## src/rtl/riscv_csr_pkg.sv

```systemverilog
// Shared definitions for the writeback trap sequencer: cause codes, CSR
// addresses, FSM state encoding and the internal trap-event payload.
package riscv_csr_pkg;

   localparam int unsigned XLEN    = 32;
   localparam int unsigned CAUSE_W = 5;

   // Synchronous exception cause codes
   localparam logic [CAUSE_W-1:0] CAUSE_IAM  = 5'd0;
   localparam logic [CAUSE_W-1:0] CAUSE_II   = 5'd2;
   localparam logic [CAUSE_W-1:0] CAUSE_BK   = 5'd3;
   localparam logic [CAUSE_W-1:0] CAUSE_LAM  = 5'd4;
   localparam logic [CAUSE_W-1:0] CAUSE_ECFM = 5'd11;

   // Interrupt cause codes
   localparam logic [CAUSE_W-1:0] CAUSE_MSI  = 5'd3;
   localparam logic [CAUSE_W-1:0] CAUSE_MTI  = 5'd7;
   localparam logic [CAUSE_W-1:0] CAUSE_MEI  = 5'd11;

   // Machine-mode CSR addresses
   localparam logic [11:0] CSR_MSTATUS = 12'h300;
   localparam logic [11:0] CSR_MTVEC   = 12'h305;
   localparam logic [11:0] CSR_MEPC    = 12'h341;
   localparam logic [11:0] CSR_MCAUSE  = 12'h342;
   localparam logic [11:0] CSR_MTVAL   = 12'h343;

   typedef enum logic {
      ST_IDLE  = 1'b0,
      ST_FLUSH = 1'b1
   } trap_state_e;

   typedef enum logic [1:0] {
      EV_NONE = 2'd0,
      EV_EXP  = 2'd1,
      EV_INT  = 2'd2,
      EV_MRET = 2'd3
   } trap_ev_e;

   typedef struct packed {
      trap_ev_e            ev;
      logic [CAUSE_W-1:0]  cause;
      logic [XLEN-1:0]     mtval;
      logic [XLEN-1:0]     pc;
   } trap_evt_t;

   // Highest-priority exception cause; only meaningful when a flag is set
   function automatic logic [CAUSE_W-1:0] exc_cause(input logic iam, input logic ii,
                                                    input logic bk, input logic lam);
      if (iam)      return CAUSE_IAM;
      else if (ii)  return CAUSE_II;
      else if (bk)  return CAUSE_BK;
      else if (lam) return CAUSE_LAM;
      else          return CAUSE_ECFM;
   endfunction

   // Highest-priority enabled interrupt; m = {meip, mtip, msip} already masked
   function automatic logic [CAUSE_W-1:0] irq_cause(input logic [2:0] m);
      if (m[2])      return CAUSE_MEI;
      else if (m[0]) return CAUSE_MSI;
      else           return CAUSE_MTI;
   endfunction

endpackage

```

## src/rtl/wb_trap_ctrl_if.sv

```systemverilog
// WB/CSR-file bundle around the trap sequencer.
//   master: pipeline/CSR side, drives mem2wb_* and CSR state, reads trap outputs
//   slave : wb_trap_ctrl, reads mem2wb_* and CSR state, drives trap outputs
interface wb_trap_ctrl_if;
   import riscv_csr_pkg::*;

   // Retiring instruction
   logic                mem2wb_valid;
   logic [XLEN-1:0]     mem2wb_pc_ffout;
   logic [XLEN-1:0]     mem2wb_instr_ffout;
   logic                mem2wb_rv16;
   logic [XLEN-1:0]     mem2wb_badaddr;
   logic                mem2wb_e_iam;
   logic                mem2wb_e_ii;
   logic                mem2wb_e_bk;
   logic                mem2wb_e_lam;
   logic                mem2wb_e_ecfm;
   logic                mem2wb_mret;

   // Current CSR state
   logic                mstatus_mie;
   logic                mie_meie;
   logic                mie_mtie;
   logic                mie_msie;
   logic [XLEN-1:0]     mtvec;
   logic [XLEN-1:0]     mepc;

   // Trap outputs
   logic                wb2csrfile_exp;
   logic                wb2csrfile_int;
   logic                wb2csrfile_mret;
   logic [CAUSE_W-1:0]  wb2csrfile_causecode;
   logic [XLEN-1:0]     wb2csrfile_mtval;
   logic                wb2csrfile_rv16;
   logic [2:0]          irq_pending_sync;
   logic                flush;
   logic                redirect_valid;
   logic [XLEN-1:0]     redirect_pc;

   modport master (
      output mem2wb_valid, mem2wb_pc_ffout, mem2wb_instr_ffout, mem2wb_rv16,
             mem2wb_badaddr, mem2wb_e_iam, mem2wb_e_ii, mem2wb_e_bk,
             mem2wb_e_lam, mem2wb_e_ecfm, mem2wb_mret,
             mstatus_mie, mie_meie, mie_mtie, mie_msie, mtvec, mepc,
      input  wb2csrfile_exp, wb2csrfile_int, wb2csrfile_mret,
             wb2csrfile_causecode, wb2csrfile_mtval, wb2csrfile_rv16,
             irq_pending_sync, flush, redirect_valid, redirect_pc
   );

   modport slave (
      input  mem2wb_valid, mem2wb_pc_ffout, mem2wb_instr_ffout, mem2wb_rv16,
             mem2wb_badaddr, mem2wb_e_iam, mem2wb_e_ii, mem2wb_e_bk,
             mem2wb_e_lam, mem2wb_e_ecfm, mem2wb_mret,
             mstatus_mie, mie_meie, mie_mtie, mie_msie, mtvec, mepc,
      output wb2csrfile_exp, wb2csrfile_int, wb2csrfile_mret,
             wb2csrfile_causecode, wb2csrfile_mtval, wb2csrfile_rv16,
             irq_pending_sync, flush, redirect_valid, redirect_pc
   );

endinterface

```

## src/rtl/irq_sync.sv

```systemverilog
// Multi-flop synchroniser for one raw interrupt line.
//   clk, rst_n : clock, async active-low clear
//   d_i        : raw asynchronous input
//   q_o        : synchronised output, SYNC_STAGES cycles behind d_i
module irq_sync #(
   parameter int unsigned SYNC_STAGES = 2
) (
   input  logic clk,
   input  logic rst_n,
   input  logic d_i,
   output logic q_o
);

   logic [SYNC_STAGES-1:0] sync_q;

   // Shift chain; the last stage is the only one the core may look at
   always_ff @(posedge clk or negedge rst_n) begin
      if (!rst_n) sync_q <= '0;
      else        sync_q <= {sync_q[SYNC_STAGES-2:0], d_i};
   end

   assign q_o = sync_q[SYNC_STAGES-1];

endmodule

```

## src/rtl/wb_trap_ctrl.sv

```systemverilog
// Writeback-stage trap sequencer feeding the CSR file.
//   clk, cpurst_n        : clock, async active-low reset
//   irq_meip/mtip/msip   : raw asynchronous interrupt lines
//   bus (slave)          : retiring instruction + CSR state in,
//                          CSR strobes / cause / mtval, flush and redirect out
module wb_trap_ctrl
   import riscv_csr_pkg::*;
#(
   parameter int unsigned SYNC_STAGES  = 2,
   parameter int unsigned FLUSH_CYCLES = 3,
   parameter int unsigned VECTORED     = 1
) (
   input  logic          clk,
   input  logic          cpurst_n,
   input  logic          irq_meip,
   input  logic          irq_mtip,
   input  logic          irq_msip,
   wb_trap_ctrl_if.slave bus
);

   localparam int unsigned CNT_W = (FLUSH_CYCLES > 1) ? $clog2(FLUSH_CYCLES) : 1;

   logic [2:0]          irq_sync_c;      // {meip, mtip, msip}
   logic [2:0]          irq_mask_c;
   logic                irq_en_c;
   logic                exc_any_c;
   logic [XLEN-1:0]     base_c;
   trap_evt_t           evt_c;

   trap_state_e         state_q, state_d;
   logic [CNT_W-1:0]    cnt_q, cnt_d;
   logic                flush_q, flush_d;
   logic                exp_q, exp_d;
   logic                int_q, int_d;
   logic                mret_q, mret_d;
   logic                rvld_q, rvld_d;
   logic                rv16_q, rv16_d;
   logic [CAUSE_W-1:0]  cause_q, cause_d;
   logic [XLEN-1:0]     mtval_q, mtval_d;
   logic [XLEN-1:0]     rpc_q, rpc_d;

   // PC is captured into mepc by the CSR file itself; mtvec mode bits are ignored
   logic unused_c;
   assign unused_c = ^{bus.mem2wb_pc_ffout, bus.mtvec[1:0]};

   irq_sync #(.SYNC_STAGES(SYNC_STAGES)) u_sync_meip (
      .clk(clk), .rst_n(cpurst_n), .d_i(irq_meip), .q_o(irq_sync_c[2]));
   irq_sync #(.SYNC_STAGES(SYNC_STAGES)) u_sync_mtip (
      .clk(clk), .rst_n(cpurst_n), .d_i(irq_mtip), .q_o(irq_sync_c[1]));
   irq_sync #(.SYNC_STAGES(SYNC_STAGES)) u_sync_msip (
      .clk(clk), .rst_n(cpurst_n), .d_i(irq_msip), .q_o(irq_sync_c[0]));

   assign irq_mask_c = irq_sync_c & {bus.mie_meie, bus.mie_mtie, bus.mie_msie};
   assign irq_en_c   = bus.mstatus_mie & (|irq_mask_c);
   assign exc_any_c  = bus.mem2wb_e_iam | bus.mem2wb_e_ii | bus.mem2wb_e_bk |
                       bus.mem2wb_e_lam | bus.mem2wb_e_ecfm;
   assign base_c     = {bus.mtvec[XLEN-1:2], 2'b00};

   // Event arbitration for the retiring instruction: exception > interrupt > mret
   always_comb begin
      evt_c = '0;
      if (exc_any_c) begin
         evt_c.ev    = EV_EXP;
         evt_c.cause = exc_cause(bus.mem2wb_e_iam, bus.mem2wb_e_ii,
                                 bus.mem2wb_e_bk, bus.mem2wb_e_lam);
         evt_c.pc    = base_c;
         if (bus.mem2wb_e_iam)      evt_c.mtval = bus.mem2wb_badaddr;
         else if (bus.mem2wb_e_ii)  evt_c.mtval = bus.mem2wb_instr_ffout;
         else if (bus.mem2wb_e_bk)  evt_c.mtval = '0;
         else if (bus.mem2wb_e_lam) evt_c.mtval = bus.mem2wb_badaddr;
         else                       evt_c.mtval = '0;
      end else if (irq_en_c) begin
         evt_c.ev    = EV_INT;
         evt_c.cause = irq_cause(irq_mask_c);
         evt_c.pc    = (VECTORED != 0) ? base_c + (XLEN'(evt_c.cause) << 2) : base_c;
      end else if (bus.mem2wb_mret) begin
         evt_c.ev    = EV_MRET;
         evt_c.pc    = bus.mepc;
      end
   end

   // Next state / registered outputs
   always_comb begin
      state_d = state_q;
      cnt_d   = cnt_q;
      flush_d = flush_q;
      exp_d   = 1'b0;
      int_d   = 1'b0;
      mret_d  = 1'b0;
      rvld_d  = 1'b0;
      rv16_d  = rv16_q;
      cause_d = cause_q;
      mtval_d = mtval_q;
      rpc_d   = rpc_q;

      unique case (state_q)
         ST_IDLE: begin
            flush_d = 1'b0;
            if (bus.mem2wb_valid && (evt_c.ev != EV_NONE)) begin
               state_d = ST_FLUSH;
               cnt_d   = CNT_W'(FLUSH_CYCLES - 1);
               flush_d = 1'b1;
               exp_d   = (evt_c.ev == EV_EXP);
               int_d   = (evt_c.ev == EV_INT);
               mret_d  = (evt_c.ev == EV_MRET);
               rvld_d  = 1'b1;
               rv16_d  = bus.mem2wb_rv16;
               cause_d = evt_c.cause;
               mtval_d = evt_c.mtval;
               rpc_d   = evt_c.pc;
            end
         end
         ST_FLUSH: begin
            // Counter holds the flush cycles still owed after the current one
            if (cnt_q == '0) begin
               state_d = ST_IDLE;
               flush_d = 1'b0;
            end else begin
               cnt_d   = cnt_q - CNT_W'(1);
               flush_d = 1'b1;
            end
         end
         default: state_d = ST_IDLE;
      endcase
   end

   always_ff @(posedge clk or negedge cpurst_n) begin
      if (!cpurst_n) begin
         state_q <= ST_IDLE;
         cnt_q   <= '0;
         flush_q <= 1'b0;
         exp_q   <= 1'b0;
         int_q   <= 1'b0;
         mret_q  <= 1'b0;
         rvld_q  <= 1'b0;
         rv16_q  <= 1'b0;
         cause_q <= '0;
         mtval_q <= '0;
         rpc_q   <= '0;
      end else begin
         state_q <= state_d;
         cnt_q   <= cnt_d;
         flush_q <= flush_d;
         exp_q   <= exp_d;
         int_q   <= int_d;
         mret_q  <= mret_d;
         rvld_q  <= rvld_d;
         rv16_q  <= rv16_d;
         cause_q <= cause_d;
         mtval_q <= mtval_d;
         rpc_q   <= rpc_d;
      end
   end

   assign bus.wb2csrfile_exp       = exp_q;
   assign bus.wb2csrfile_int       = int_q;
   assign bus.wb2csrfile_mret      = mret_q;
   assign bus.wb2csrfile_causecode = cause_q;
   assign bus.wb2csrfile_mtval     = mtval_q;
   assign bus.wb2csrfile_rv16      = rv16_q;
   assign bus.irq_pending_sync     = irq_sync_c;
   assign bus.flush                = flush_q;
   assign bus.redirect_valid       = rvld_q;
   assign bus.redirect_pc          = rpc_q;

endmodule

```

## src/flat_wrapper.sv

```systemverilog
// flat-port wrapper written by rule: the top's interface ports become plain ports
module wb_trap_ctrl_flat import riscv_csr_pkg::*;
#(
   parameter int unsigned SYNC_STAGES  = 2,
   parameter int unsigned FLUSH_CYCLES = 3,
   parameter int unsigned VECTORED     = 1
)
  (clk, cpurst_n, irq_meip, irq_mtip, irq_msip, bus_mem2wb_valid, bus_mem2wb_pc_ffout, bus_mem2wb_instr_ffout, bus_mem2wb_rv16, bus_mem2wb_badaddr, bus_mem2wb_e_iam, bus_mem2wb_e_ii, bus_mem2wb_e_bk, bus_mem2wb_e_lam, bus_mem2wb_e_ecfm, bus_mem2wb_mret, bus_mstatus_mie, bus_mie_meie, bus_mie_mtie, bus_mie_msie, bus_mtvec, bus_mepc, bus_wb2csrfile_exp, bus_wb2csrfile_int, bus_wb2csrfile_mret, bus_wb2csrfile_causecode, bus_wb2csrfile_mtval, bus_wb2csrfile_rv16, bus_irq_pending_sync, bus_flush, bus_redirect_valid, bus_redirect_pc);
  wb_trap_ctrl_if bus_i ();
  input  logic clk;
  input  logic cpurst_n;
  input  logic irq_meip;
  input  logic irq_mtip;
  input  logic irq_msip;
  input wire logic [$bits(bus_i.mem2wb_valid)-1:0] bus_mem2wb_valid;
  input wire logic [$bits(bus_i.mem2wb_pc_ffout)-1:0] bus_mem2wb_pc_ffout;
  input wire logic [$bits(bus_i.mem2wb_instr_ffout)-1:0] bus_mem2wb_instr_ffout;
  input wire logic [$bits(bus_i.mem2wb_rv16)-1:0] bus_mem2wb_rv16;
  input wire logic [$bits(bus_i.mem2wb_badaddr)-1:0] bus_mem2wb_badaddr;
  input wire logic [$bits(bus_i.mem2wb_e_iam)-1:0] bus_mem2wb_e_iam;
  input wire logic [$bits(bus_i.mem2wb_e_ii)-1:0] bus_mem2wb_e_ii;
  input wire logic [$bits(bus_i.mem2wb_e_bk)-1:0] bus_mem2wb_e_bk;
  input wire logic [$bits(bus_i.mem2wb_e_lam)-1:0] bus_mem2wb_e_lam;
  input wire logic [$bits(bus_i.mem2wb_e_ecfm)-1:0] bus_mem2wb_e_ecfm;
  input wire logic [$bits(bus_i.mem2wb_mret)-1:0] bus_mem2wb_mret;
  input wire logic [$bits(bus_i.mstatus_mie)-1:0] bus_mstatus_mie;
  input wire logic [$bits(bus_i.mie_meie)-1:0] bus_mie_meie;
  input wire logic [$bits(bus_i.mie_mtie)-1:0] bus_mie_mtie;
  input wire logic [$bits(bus_i.mie_msie)-1:0] bus_mie_msie;
  input wire logic [$bits(bus_i.mtvec)-1:0] bus_mtvec;
  input wire logic [$bits(bus_i.mepc)-1:0] bus_mepc;
  output wire logic [$bits(bus_i.wb2csrfile_exp)-1:0] bus_wb2csrfile_exp;
  output wire logic [$bits(bus_i.wb2csrfile_int)-1:0] bus_wb2csrfile_int;
  output wire logic [$bits(bus_i.wb2csrfile_mret)-1:0] bus_wb2csrfile_mret;
  output wire logic [$bits(bus_i.wb2csrfile_causecode)-1:0] bus_wb2csrfile_causecode;
  output wire logic [$bits(bus_i.wb2csrfile_mtval)-1:0] bus_wb2csrfile_mtval;
  output wire logic [$bits(bus_i.wb2csrfile_rv16)-1:0] bus_wb2csrfile_rv16;
  output wire logic [$bits(bus_i.irq_pending_sync)-1:0] bus_irq_pending_sync;
  output wire logic [$bits(bus_i.flush)-1:0] bus_flush;
  output wire logic [$bits(bus_i.redirect_valid)-1:0] bus_redirect_valid;
  output wire logic [$bits(bus_i.redirect_pc)-1:0] bus_redirect_pc;
  assign bus_i.mem2wb_valid = bus_mem2wb_valid;
  assign bus_i.mem2wb_pc_ffout = bus_mem2wb_pc_ffout;
  assign bus_i.mem2wb_instr_ffout = bus_mem2wb_instr_ffout;
  assign bus_i.mem2wb_rv16 = bus_mem2wb_rv16;
  assign bus_i.mem2wb_badaddr = bus_mem2wb_badaddr;
  assign bus_i.mem2wb_e_iam = bus_mem2wb_e_iam;
  assign bus_i.mem2wb_e_ii = bus_mem2wb_e_ii;
  assign bus_i.mem2wb_e_bk = bus_mem2wb_e_bk;
  assign bus_i.mem2wb_e_lam = bus_mem2wb_e_lam;
  assign bus_i.mem2wb_e_ecfm = bus_mem2wb_e_ecfm;
  assign bus_i.mem2wb_mret = bus_mem2wb_mret;
  assign bus_i.mstatus_mie = bus_mstatus_mie;
  assign bus_i.mie_meie = bus_mie_meie;
  assign bus_i.mie_mtie = bus_mie_mtie;
  assign bus_i.mie_msie = bus_mie_msie;
  assign bus_i.mtvec = bus_mtvec;
  assign bus_i.mepc = bus_mepc;
  assign bus_wb2csrfile_exp = bus_i.wb2csrfile_exp;
  assign bus_wb2csrfile_int = bus_i.wb2csrfile_int;
  assign bus_wb2csrfile_mret = bus_i.wb2csrfile_mret;
  assign bus_wb2csrfile_causecode = bus_i.wb2csrfile_causecode;
  assign bus_wb2csrfile_mtval = bus_i.wb2csrfile_mtval;
  assign bus_wb2csrfile_rv16 = bus_i.wb2csrfile_rv16;
  assign bus_irq_pending_sync = bus_i.irq_pending_sync;
  assign bus_flush = bus_i.flush;
  assign bus_redirect_valid = bus_i.redirect_valid;
  assign bus_redirect_pc = bus_i.redirect_pc;
  wb_trap_ctrl #(.SYNC_STAGES(SYNC_STAGES), .FLUSH_CYCLES(FLUSH_CYCLES), .VECTORED(VECTORED)) u_core (.clk(clk), .cpurst_n(cpurst_n), .irq_meip(irq_meip), .irq_mtip(irq_mtip), .irq_msip(irq_msip), .bus(bus_i));
endmodule
```

## config.mk

```make
export PLATFORM = sky130hd
export DESIGN_NAME = wb_trap_ctrl_flat
export DESIGN_NICKNAME = d
export VERILOG_FILES = /design/src/rtl/riscv_csr_pkg.sv /design/src/rtl/wb_trap_ctrl_if.sv /design/src/rtl/irq_sync.sv /design/src/rtl/wb_trap_ctrl.sv /design/src/flat_wrapper.sv
export SDC_FILE = /design/constraint.sdc
export NUM_CORES = 1
export LEC_CHECK = 0
export CELL_PAD_IN_SITES_DETAIL_PLACEMENT = 0
export CELL_PAD_IN_SITES_GLOBAL_PLACEMENT = 2
export CORE_MARGIN = 2
export CORE_UTILIZATION = 22
export CTS_CLUSTER_DIAMETER = 200
export DETAILED_ROUTE_END_ITERATION = 10
export PLACE_DENSITY = 0.88
export SLEW_MARGIN = 0
export SYNTH_ARGS = -nofsm -noshare
export SYNTH_HDL_FRONTEND = slang
export SYNTH_SLANG_ARGS = --single-unit
```

## constraint.sdc

```tcl
create_clock -name clk -period 3.42 [get_ports clk]
set_input_delay 0.684 -clock clk [delete_from_list [all_inputs] [get_ports clk]]
set_output_delay 0.684 -clock clk [all_outputs]
set_load 0.01 [all_outputs]
```

==> results of run 1 <==
[cells by family (layout without fill, tap and decap cells)]
| kind of cell | Yosys count | after routing | share of synthesized area, % |
|---|---|---|---|
| other | 1 | 1 | 0.0849 |
| AND/OR/NAND/NOR | 164 | 164 | 17.9 |
| flip-flops | 82 | 82 | 46.4 |
| buffers and inverters | 51 | 273 | 5.81 |
| adder cells (fa/ha/maj) | 4 | 4 | 1.13 |
| AO/OA/AOI/OAI | 168 | 168 | 24.9 |
| XOR/XNOR | 16 | 16 | 3.17 |
| multiplexers | 2 | 2 | 0.510 |
[metrics by stage]
step / worst slack [ns] / instances / power (W)
CTS: 0.562 / 975 / 0.00447
finish: 0.572 / 975 / 0.00439
detailed placement: 0.199 / 959 / 0.00351
global route: 0.296 / 975 / 0.00468
global placement: 0.236 / 959 / 0.00349
floorplan: 0.900 / 488 / 0.00232
[final cells by class]
cell class / instances / area share, %
tap: 265 / 4.58
inverter: 10 / 0.518
multi-input combinational: 355 / 29.2
timing repair buffer: 247 / 33.5
clock buffer: 10 / 3.16
clock inverter: 6 / 0.708
sequential: 82 / 28.3
[critical path: cells and delay by family]
family / cells / cell delay (ns)
AOI/OAI and AO/OA: 5 / 1.02
adders and majority gates: 1 / 0.33
buffers and inverters: 2 / 0.58
and+or+nand+nor: 3 / 0.45
[flip-flops by register name, indices dropped and copies added, names as in the netlist]
register / cells
u_core.bus.wb2csrfile_exp: 1
u_core.state_q: 1
u_core.u_sync_msip.sync_q: 2
u_core.cnt_q: 2
u_core.bus.wb2csrfile_mret: 1
u_core.bus.wb2csrfile_causecode: 4
u_core.u_sync_meip.sync_q: 2
u_core.bus.redirect_valid: 1
u_core.bus.wb2csrfile_rv16: 1
u_core.u_sync_mtip.sync_q: 2
u_core.bus.wb2csrfile_mtval: 32
u_core.bus.wb2csrfile_int: 1
u_core.bus.redirect_pc: 32
[routing by layer]
metal	vias up	track usage (%)
met1	2148	21.0
met3	20	3.82
met4	0	5.39
met2	132	26.2
li1	2236	-
met5	-	0
[report_power, final]
group | switching [W] | internal (W)
clock network | 0.000434 | 0.000500
logic | 0.000886 | 0.00103
registers | 0.000193 | 0.00135
[Yosys cell counts (all sizes together), types with 2 or more instances]
cell type	number	share of area, %
inv	10	0.85
a32oi	3	0.59
nor4	9	1.3
nand4	5	0.71
xnor2	4	0.79
and3	11	1.6
nand2b	6	0.85
nor3	13	1.5
nor2b	5	0.71
a22oi	35	5.9
mux2	2	0.51
a31oi	10	1.4
and4	2	0.40
a222oi	3	0.68
a211oi	3	0.51
or4	2	0.42
a21o	2	0.34
nand3	9	1.0
clkbuf	23	2.0
xor2	12	2.4
nand2	72	6.1
ha	4	1.1
o21ai	64	7.2
or2	2	0.28
buf	18	3.0
a221oi	13	2.6
o31ai	3	0.82
a22o	3	0.59
dfrtp	82	46
nor4b	2	0.54
and2	3	0.42
a21oi	18	2.0
nor2	21	1.8
[final timing paths]
kind | to | depth (start not counted)
worst max-delay path | u_core.bus.redirect_pc[26] | 11
worst min-delay path | u_core.bus.redirect_pc[27] | 1
worst max register to register | u_core.bus.redirect_pc[26] | 10
worst min register to register | u_core.u_sync_meip.sync_q[1] | 0
max in group asynchronous | u_core.bus.wb2csrfile_mtval[27] | 2
min in group clk | u_core.u_sync_meip.sync_q[1] | 0
==> flow_summary.json, run 1 <==
{
  "tns_ns": 0,
  "wl_met1_mm": 7.57,
  "cts_tree": "done",
  "grt_pass1_vias": 4698,
  "required_ns": 3.64,
  "finalHoldViolCount": 0,
  "antenna_found_initial": 0,
  "dieArea_um2": 21200,
  "synth.distinct_cells": 56,
  "syn-cell-area_um2": 4420,
  "vias_per_cell": 4.65,
  "htreeDepth": 3,
  "holdCritPathClass": "input pin to async pin",
  "syn_area_per_cell_um2": 9.05,
  "first_pass_iters": 5,
  "routed_wl_mm": 17.2,
  "ant_nets": 0,
  "synth-edff-count": 0,
  "initial_utilization_pct": 22.6,
  "synth_cells": 488,
  "cts_buffers": 9,
  "cp_max_fo": 7,
  "r2r_setup_slack_ns": 0.89,
  "stdcell_area_um2": 7240,
  "dieWidth_um": 146,
  "crit_start": "bus_mie_meie",
  "fin_crit_ns": 2.85,
  "ctsResizeCount": 0,
  "dpl-instance-area_um2": 6960,
  "fin_crit_sh_pct": 83.3,
  "path_cells": "clkdlybuf4s50_1 -> and2_1 -> a21oi_1 -> ha_1 -> nand2b_1 -> a21o_1 -> nor3_1 -> buf_4 -> a211oi_1 -> a41o_1 -> a21oi_1",
  "fp.dieH_um": 146,
  "route.met2.wl_mm": 8.34,
  "p_leak_nw": 2.95,
  "track_usage_pct": 16.1,
  "finalSetupViolations": 0,
  "coreArea_um2": 19600,
  "io_buffer_count": 219,
  "first_iter_violations": 250,
  "finClkSkew_ns": 0.00932,
  "postCtsSetupBuffers": 0,
  "cp.arrival_ns": 3.06,
  "fin_util_pct": 37.0,
  "final_common_cell": "clkdlybuf4s50_1",
  "async_reset_ff_share_pct": 100,
  "ir_drop_uv": 274,
  "fillCellCount": 2036,
  "n_antenna_cell": 0,
  "ys.flop_type": "dfrtp_1",
  "regArea_um2": 2050,
  "dr_wl_met3_um": 896,
  "wire_per_inst_um": 17.6,
  "worstSetupPathType": "input pin to flop",
  "highest_layer": "met4",
  "powerDensity_nw_per_um2": 606,
  "grt_pass1_wl_mm": 26.6,
  "areaGrowthSynthToFinish_pct": 64.0,
  "critPathCaptureType": "flop",
  "drive_gt1_share_pct": 7.75,
  "io_pins": 255,
  "clock_latency_ns": 0.35,
  "slowest_delay_ns": 0.41,
  "dp_hpwl_mm": 12.9,
  "grt_max_degree": 38,
  "drv_slew": 0,
  "num_rows": 51,
  "drc": 0,
  "clockBufferDepth": 2,
  "fmax_ghz": 0.351,
  "overflow": 0,
  "drv_cap": 0,
  "crit_path_frequent_cell": "a21oi_1",
  "worst_pin_slew_ns": 0.523,
  "place.gp.congestion": 0.791,
  "ys_seq_area_share_pct": 46.4,
  "status": "complete, no violations",
  "grt_setup_unrepaired": "no",
  "slowest_stage": "clkdlybuf4s50_1",
  "clock-sinks": 82,
  "synth.net_count": 669,
  "cp-start-kind": "input pin",
  "multi_input_comb_area_um2": 2120,
  "finalNetCount": 886,
  "slew_headroom_pct": 65.0,
  "final_cell_mix": "clkdlybuf4s50_1, dfrtp_1, nand2_1",
  "fin_hold_ws_ns": 0.262,
  "reg2reg_from": "u_core.u_sync_meip.sync_q[1]",
  "hold_buffers": 0,
  "cts-root-buf": "clkbuf_16",
  "yosysWarnings": 0,
  "ys_ff_latch": 82,
  "vias": 4536,
  "clk_pin_slew_worst_paths_ns": 0.07
}
Note: power is estimated with default switching activity, not from simulation.
==> run 2, diff against run 1 <==
--- a/config.mk
+++ b/config.mk
@@ -8,10 +8,10 @@
 export CELL_PAD_IN_SITES_DETAIL_PLACEMENT = 0
 export CELL_PAD_IN_SITES_GLOBAL_PLACEMENT = 2
 export CORE_MARGIN = 2
-export CORE_UTILIZATION = 22
+export CORE_UTILIZATION = 21
 export CTS_CLUSTER_DIAMETER = 200
 export DETAILED_ROUTE_END_ITERATION = 10
-export PLACE_DENSITY = 0.88
+export PLACE_DENSITY = 0.85
 export SLEW_MARGIN = 0
 export SYNTH_ARGS = -nofsm -noshare
 export SYNTH_HDL_FRONTEND = slang
==> constraint.sdc (replaced) <==
create_clock -name clk -period 2.9 [get_ports clk]
set_input_delay 0.58 -clock clk [delete_from_list [all_inputs] [get_ports clk]]
set_output_delay 0.58 -clock clk [all_outputs]
set_load 0.01 [all_outputs]
==> run 2 against run 1 <==
Net effect: final area is 6.1% higher; worst hold slack got worse by 0.060 ns; register-to-register slack got worse by 0.44 ns; utilization is 0.062 points lower; count of clock-buffer cells in the layout stayed put; routed wire length increased by 4.4%; power grew 22%; via count rose by 2.7%; critical path type unchanged; critical endpoint is now u_core.bus.redirect_pc[29]; largest power group unchanged.
==> flow_summary.json, run 2 (synthesis gave the netlist of run 1 again) <==
{
  "status": "complete, no violations",
  "p_leak_nw": 3.19,
  "drive_gt1_share_pct": 13.0,
  "grt_max_degree": 49,
  "route.met2.wl_mm": 8.54,
  "ant_nets": 0,
  "clock_latency_ns": 0.35,
  "finalNetCount": 929,
  "fillCellCount": 2160,
  "initial_utilization_pct": 21.2,
  "ctsResizeCount": 0,
  "wl_met1_mm": 7.94,
  "overflow": 0,
  "cp.arrival_ns": 2.90,
  "grt_pass1_vias": 4595,
  "vias_per_cell": 4.53,
  "ir_drop_uv": 266,
  "final_cell_mix": "clkdlybuf4s50_1, dfrtp_1, nand2_1",
  "place.gp.congestion": 0.762,
  "finalSetupViolations": 0,
  "clock-sinks": 82,
  "dpl-instance-area_um2": 7380,
  "coreArea_um2": 20800,
  "worst_pin_slew_ns": 0.579,
  "wire_per_inst_um": 17.4,
  "track_usage_pct": 15.9,
  "clk_pin_slew_worst_paths_ns": 0.07,
  "fin_crit_sh_pct": 93.1,
  "postCtsSetupBuffers": 0,
  "finalHoldViolCount": 0,
  "fin_ws_ns": 0.200,
  "powerDensity_nw_per_um2": 696,
  "dieArea_um2": 22200,
  "worstSetupPathType": "input pin to flop",
  "areaGrowthSynthToFinish_pct": 74.0,
  "cts_buffers": 9,
  "dieWidth_um": 149,
  "required_ns": 3.10,
  "htreeDepth": 3,
  "dr_wl_met3_mm": 1.19,
  "highest_layer": "met5",
  "io_buffer_count": 219,
  "slew_headroom_pct": 61.3,
  "drv_slew": 0,
  "critPathCaptureType": "flop",
  "vias": 4657,
  "clockBufferDepth": 2,
  "fmax_ghz": 0.370,
  "first_pass_iters": 5,
  "num_rows": 53,
  "tns_ns": 0,
  "post-place-ws_ns": -0.264,
  "stdcell_area_um2": 7690,
  "cts-root-buf": "clkbuf_16",
  "cts_tree": "done",
  "fp.dieH_um": 149,
  "antenna_found_initial": 2,
  "final_common_cell": "clkdlybuf4s50_1",
  "grt_pass1_wl_mm": 26.9,
  "finClkSkew_ns": 0.00591,
  "hold_buffers": 0,
  "drv_cap": 0,
  "cp-start-kind": "input pin",
  "grt_setup_unrepaired": "no",
  "drc": 0,
  "fin_crit_ns": 2.70,
  "first_iter_violations": 233,
  "dp_hpwl_mm": 13.7,
  "io_pins": 255,
  "holdCritPathClass": "input pin to async pin",
  "cp_max_fo": 10,
  "routed_wl_mm": 17.9
}
-- run 2: changes by cell type in the layout (fill, tap and decap cells not counted), sizes merged --
cell	delta
buf	+43
clkinvlp	+1
clkinv	-1
bufinv	+1
diode	+1
inv	-1
-- run 2: worst paths after layout --
path                                                   start                        endpoint  slack [ns]  cells after the start
worst max register to register  u_core.u_sync_meip.sync_q[1]      u_core.bus.redirect_pc[29]        0.45                     10
max in group asynchronous                           cpurst_n  u_core.bus.wb2csrfile_mtval[7]        2.04                      2
worst min register to register  u_core.u_sync_meip.sync_q[0]    u_core.u_sync_meip.sync_q[1]        0.35                      0
worst max-delay path                            bus_mie_meie      u_core.bus.redirect_pc[29]        0.20                     11
worst min-delay path                                cpurst_n      u_core.bus.redirect_pc[27]        0.20                      1
min in group clk                u_core.u_sync_meip.sync_q[0]    u_core.u_sync_meip.sync_q[1]        0.35                      0
-- run 2: final cells by class --
class / count / area (um2) / share of cell area [%]
antenna: 1 / 2.50 / 0.0326
clock buffer: 10 / 229 / 2.98
clock inverter: 6 / 67.6 / 0.879
inverter: 10 / 37.5 / 0.488
multi-input combinational: 355 / 2120 / 27.6
sequential: 82 / 2050 / 26.7
tap: 275 / 344 / 4.48
timing repair buffer: 290 / 2840 / 36.9
-- run 2: through the flow --
| stage | utilization (%) | std cells | hold WS (ns) | power (W) |
|---|---|---|---|---|
| final | 36.9 | 1029 | 0.201 | 0.00535 |
| after floorplan | - | 488 | 0.284 | 0.00273 |
| after CTS | 36.9 | 1028 | 0.204 | 0.00545 |
| after global placement | 35.5 | 1012 | 0.333 | 0.00420 |
| after global routing | 36.9 | 1029 | 0.229 | 0.00571 |
| after detailed placement | 35.5 | 1012 | 0.335 | 0.00422 |
-- run 2: layer usage --
| layer | GRT usage, % | vias up |
|---|---|---|
| met5 | 0 | - |
| met4 | 4.62 | 2 |
| met3 | 4.07 | 16 |
| met2 | 25.1 | 129 |
| met1 | 21.6 | 2195 |
| li1 | - | 2315 |
-- run 2: report_power, final --
group | switching (W) | internal, W | total (W)
clock | 0.000514 | 0.000670 | 0.00118
sequential | 0.000230 | 0.00159 | 0.00182
combinational | 0.00106 | 0.00129 | 0.00235
total | 0.00181 | 0.00354 | 0.00535
-- run 2: critical path, cell delays in order --
cell,delay (ns)
clkdlybuf4s50_1,0.42
and2_1,0.16
buf_4,0.15
ha_1,0.32
a21o_1,0.17
a31oi_1,0.23
buf_4,0.24
nor4_1,0.07
xor2_1,0.14
a221oi_1,0.30
a21oi_1,0.11
